`src/rtl/imem_loader.sv`:
```
// imem_loader: loads a length-prefixed, big-endian byte stream into the
// instruction memory. It holds the downstream core in reset until the load
// completes.
// Optional feature: define IMEM_LOADER_CHECKSUM_EN to require a trailing XOR
// checksum byte, which is checked in state CHK.
module imem_loader #(
    parameter int ADDR_W = 8,
    parameter int DEPTH  = 2**ADDR_W
) (
    input  logic              clk,
    input  logic              reset,
    input  logic              start,
    input  logic              in_valid,
    input  logic [7:0]        in_data,
    output logic              in_ready,
    output logic              mem_we,
    output logic [ADDR_W-1:0] mem_addr,
    output logic [31:0]       mem_wdata,
    output logic              cpu_reset,
    output logic              busy,
    output logic              done,
    output logic              error
);

`ifdef IMEM_LOADER_CHECKSUM_EN
    typedef enum logic [2:0] {S_IDLE, S_LEN_HI, S_LEN_LO, S_DATA, S_CHK, S_DONE, S_ERR} state_t;
    localparam state_t S_FIN = S_CHK;
`else
    typedef enum logic [2:0] {S_IDLE, S_LEN_HI, S_LEN_LO, S_DATA, S_DONE, S_ERR} state_t;
    localparam state_t S_FIN = S_DONE;
`endif

    state_t              state_q, state_d;
    logic [15:0]         len_q, len_d;      // word count N
    logic [15:0]         wcnt_q, wcnt_d;    // words written so far (= next index)
    logic [1:0]          bcnt_q, bcnt_d;    // byte position within current word
    logic [23:0]         word_q, word_d;    // first three bytes of current word
    logic                we_q, we_d;
    logic [ADDR_W-1:0]   addr_q, addr_d;
    logic [31:0]         wdata_q, wdata_d;
    logic                cpurst_q, cpurst_d;
`ifdef IMEM_LOADER_CHECKSUM_EN
    logic [7:0]          chk_q, chk_d;
`endif

    logic        accept;
    logic [15:0] len_n;

    assign accept = in_valid && in_ready;
    assign len_n  = {len_q[7:0], in_data};

    // Stream is open only while a load is collecting bytes.
    always_comb begin
        in_ready = (state_q == S_LEN_HI) || (state_q == S_LEN_LO) || (state_q == S_DATA)
`ifdef IMEM_LOADER_CHECKSUM_EN
                   || (state_q == S_CHK)
`endif
                   ;
    end

    assign busy      = in_ready;
    assign done      = (state_q == S_DONE);
    assign error     = (state_q == S_ERR);
    assign mem_we    = we_q;
    assign mem_addr  = addr_q;
    assign mem_wdata = wdata_q;
    assign cpu_reset = cpurst_q;

    // Next-state, byte assembly and write-strobe generation.
    always_comb begin
        state_d = state_q;
        len_d   = len_q;
        wcnt_d  = wcnt_q;
        bcnt_d  = bcnt_q;
        word_d  = word_q;
        we_d    = 1'b0;
        addr_d  = addr_q;
        wdata_d = wdata_q;
`ifdef IMEM_LOADER_CHECKSUM_EN
        chk_d   = chk_q;
`endif
        // Release the core one cycle after DONE is entered, so the final
        // write lands first; grab it back as soon as a new load starts.
        cpurst_d = !((state_q == S_DONE) && !start);

        case (state_q)
            S_IDLE, S_DONE, S_ERR: begin
                if (start) begin
                    state_d = S_LEN_HI;
                    len_d   = '0;
                    wcnt_d  = '0;
                    bcnt_d  = '0;
                    word_d  = '0;
`ifdef IMEM_LOADER_CHECKSUM_EN
                    chk_d   = '0;
`endif
                end
            end
            S_LEN_HI: begin
                if (accept) begin
                    len_d   = len_n;
                    state_d = S_LEN_LO;
                end
            end
            S_LEN_LO: begin
                if (accept) begin
                    len_d = len_n;
                    if ({16'h0, len_n} > 32'(DEPTH)) state_d = S_ERR;
                    else if (len_n == 16'h0)         state_d = S_FIN;
                    else                             state_d = S_DATA;
                end
            end
            S_DATA: begin
                if (accept) begin
                    bcnt_d = bcnt_q + 2'd1;
                    word_d = {word_q[15:0], in_data};
`ifdef IMEM_LOADER_CHECKSUM_EN
                    chk_d  = chk_q ^ in_data;
`endif
                    if (bcnt_q == 2'd3) begin
                        we_d    = 1'b1;
                        addr_d  = ADDR_W'(wcnt_q);
                        wdata_d = {word_q, in_data};
                        wcnt_d  = wcnt_q + 16'd1;
                        // N <= DEPTH was enforced, so the index never reaches DEPTH.
                        if (wcnt_q + 16'd1 == len_q) state_d = S_FIN;
                    end
                end
            end
`ifdef IMEM_LOADER_CHECKSUM_EN
            S_CHK: begin
                if (accept) state_d = (in_data == chk_q) ? S_DONE : S_ERR;
            end
`endif
            default: state_d = S_IDLE;
        endcase
    end

    // State and datapath registers; reset discards any partial word.
    always_ff @(posedge clk) begin
        if (reset) begin
            state_q  <= S_IDLE;
            len_q    <= '0;
            wcnt_q   <= '0;
            bcnt_q   <= '0;
            word_q   <= '0;
            we_q     <= 1'b0;
            addr_q   <= '0;
            wdata_q  <= '0;
            cpurst_q <= 1'b1;
`ifdef IMEM_LOADER_CHECKSUM_EN
            chk_q    <= '0;
`endif
        end else begin
            state_q  <= state_d;
            len_q    <= len_d;
            wcnt_q   <= wcnt_d;
            bcnt_q   <= bcnt_d;
            word_q   <= word_d;
            we_q     <= we_d;
            addr_q   <= addr_d;
            wdata_q  <= wdata_d;
            cpurst_q <= cpurst_d;
`ifdef IMEM_LOADER_CHECKSUM_EN
            chk_q    <= chk_d;
`endif
        end
    end

endmodule

```
`config.mk`:
```
export PLATFORM = sky130hd
export DESIGN_NAME = imem_loader
export DESIGN_NICKNAME = d
export VERILOG_FILES = /design/src/rtl/imem_loader.sv
export SDC_FILE = /design/constraint.sdc
export NUM_CORES = 1
export LEC_CHECK = 0
export CELL_PAD_IN_SITES_DETAIL_PLACEMENT = 0
export CELL_PAD_IN_SITES_GLOBAL_PLACEMENT = 2
export CORE_MARGIN = 3
export CORE_UTILIZATION = 34
export DETAILED_ROUTE_END_ITERATION = 8
export HOLD_SLACK_MARGIN = 0.12
export PLACE_DENSITY_LB_ADDON = 0.12
export SLEW_MARGIN = 20
export SYNTH_ARGS = -nofsm -noshare
export SYNTH_HDL_FRONTEND = slang
export SYNTH_SLANG_ARGS = --single-unit
```
`constraint.sdc`:
```
create_clock -name clk -period 5 [get_ports clk]
set_input_delay 1 -clock clk [delete_from_list [all_inputs] [get_ports clk]]
set_output_delay 1 -clock clk [all_outputs]
set_load 0.01 [all_outputs]
```
==> results.md <==
* Outcome: complete, no violations
* GR Overflow Total at 0
* Cell row count at 41
* Worst reg-to-reg setup slack at 2.06 ns
* Worst Tran Pin Value at 0.858 ns
* CP max FO at 25
* Vias/cell at 5.19
* Post-Syn Instances at 587
* Syn. warnings at 0
* CTS root buf: clkbuf_16
* Synthesis-to-finish area growth at 20.7%
* Synth Register Bits at 103
* Initial antenna violation count at 0
* DRC Markers at 0
* Post-route ant nets at 0
* Critical path required time at 5.28 ns
* Startpoint types: input pin
* Avg WL per Cell at 15.7 um
* Die X-Extent at 122 um
* Fillers at 1331
* Type of the worst setup path: in2reg
* Synth top area cells: dfxtp_1, nand2_1, a21oi_1
* Starting Density at 35.4%
* DRT iter0 DRCs at 285
* Routability cong. at 0.828
* Final Cycle Share at 60.2%
* First-pass DRT Iterations at 4
* Vias after detailed routing at 4128
* CP endpoint kind: register
* CTS resizes at 0
* Number of global-route vias before repair at 4015
* Post-route setup TNS at 0 ns
* First-pass GRT wire length at 21000 um
* DPL Wire Length at 8550 um
* Clock buffer depth at 2
* Post-route clock skew at 0.00854 ns
* Synth Flop Type: dfxtp_1
* Nets at 633
* Max Slew Vio Count at 0
* Synth top cells by count: nand2_1, dfxtp_1, a21oi_1
* Synth top area share at 45.3%
* Diodes inserted at 0
* CTS buffer count at 9
* Power per cell area at 334 nW/um^2
* Synth Area per Inst at 7.76 um^2
* Clk_lat worst skew at 0.35 ns
* Hold Path Class: reg2reg
* Hold WS at 0.453 ns
* Hold Buf Count CTS at 0
* Full die area at 14800 um^2
* Setup Buffers After CTS at 0
* Largest area contributor in the netlist: dfxtp_1
* Slew HR at 42.7%
* CTS H-Tree Depth at 3
* Min Tclk post-route at 3.01 ns
* Critical path arrival at 3.29 ns
* Synth Cell Area at 4550 um^2
* Setup Viol. Count Final at 0
* Clock transition at the registers of the reported paths at 0.06 ns
* Hold Path Origin: word_q[22]
* Unrepaired setup endpoints after global routing: false
* IO Count at 58
* CTS tree: built
* CTS Sinks at 103
* Synthesized Nets at 601
* EDFF count, synth at 0
* Max Cap Violations at 0
* Max IR drop VDD at 0.222 mV
* Core ar. at 12900 um^2
* LEAKAGE at 1.78 nW
* All-Layer GR Usage at 17.9%
* Port bufs at 57
* Yosys cell types at 54
* Post-synthesis sequential area ratio at 45.3%
* CP startpoint: start
* Layout cells sized above 1 at 5.29%
* Final Hold Fails at 0
* Fmax at 332 MHz
* Most common cell in the netlist: nand2_1
* Fraction of registers with async set/reset at 0%
* Pin count of the biggest net entering global routing at 54
* Die Span Y at 122 um
* Final wirelength at 12500 um
* R2r startpoint: wcnt_q[0]
==> final timing paths <==
check             cells after the start    endpoint
setup / recovery                      5  word_q[13]
hold reg to reg                       2  word_q[22]
setup reg to reg                      7  state_q[1]
hold / removal                        2  word_q[22]
==> worst max-delay path, cell delays in order <==
cell             delay [ns]
clkdlybuf4s50_1        0.51
nor3b_1                0.72
a21o_1                 0.70
nand3_1                0.18
a21oi_1                0.17
==> flip-flops by register name, summed over array words and instances, names as in the netlist <==
signal and flops:
bcnt_q 2, cpu_reset 1, len_q 16, mem_addr 8, mem_wdata 32, mem_we 1
state_q 3, wcnt_q 16, word_q 24
==> placed cells by master (no fill, tap or decap), types with 7 or more instances in the layout <==
| master | netlist | final |
|---|---|---|
| nor4_1 | 7 | 7 |
| clkbuf_16 | 0 | 9 |
| nand3_1 | 52 | 51 |
| clkdlybuf4s50_1 | 0 | 56 |
| xnor2_1 | 14 | 14 |
| a21oi_1 | 100 | 99 |
| buf_4 | 4 | 7 |
| o21ai_0 | 17 | 17 |
| dfxtp_1 | 103 | 103 |
| nor2_1 | 26 | 25 |
| nand2_1 | 139 | 139 |
==> power breakdown <==
part           switching, mW  leakage (nW)  internal [mW]
clock                  0.298         0.143          0.379
combinational          0.197         0.811         0.0922
sequential            0.0338         0.830          0.838
==> stage by stage <==
step | setup slack (ns) | cell area (um^2) | utilization (%) | instances | power [mW]
finish | 1.99 | 5500 | 42.7 | 796 | 1.84
global route | 1.70 | 5500 | 42.7 | 796 | 1.93
CTS | 2.00 | 5490 | 42.7 | 796 | 1.87
detailed placement | 1.63 | 5200 | 40.4 | 780 | 1.18
global placement | 1.64 | 5200 | 40.4 | 780 | 1.18
floorplan | 2.49 | 4550 | - | 587 | 1.08
==> per-layer routing <==
metal | share of wire, % | vias up | GRT usage [%] | routed length (um)
met5 | 0 | - | 0 | 0
met4 | 1.3 | 0 | 5.46 | 161
met3 | 3.7 | 10 | 3.53 | 459
met2 | 46 | 72 | 27.5 | 5710
met1 | 49 | 1952 | 25.4 | 6170
li1 | - | 2094 | - | -
==> cells by family (layout without fill, tap and decap cells) <==
logic type               after synthesis  in the layout  share of synthesized area, %
AO/OA/AOI/OAI                        143            143                          17.5
XOR/XNOR                              20             20                          3.85
buffers and inverters                 49             86                          4.67
flip-flops                           103            103                          45.3
AND/OR/NAND/NOR                      270            270                          28.2
adder cells (fa/ha/maj)                2              2                         0.550
==> final cells by class <==
type | instances | area [um^2] | share of cell area [%]
Multi-Input combinational cell | 435 | 2290 | 41.7
Clock inverter | 2 | 13.8 | 0.250
Timing Repair Buffer | 64 | 618 | 11.2
Clock buffer | 14 | 274 | 4.99
Inverter | 6 | 22.5 | 0.410
Sequential cell | 103 | 2060 | 37.5
Tap cell | 172 | 215 | 3.92
(Power assumes the default switching activity.)
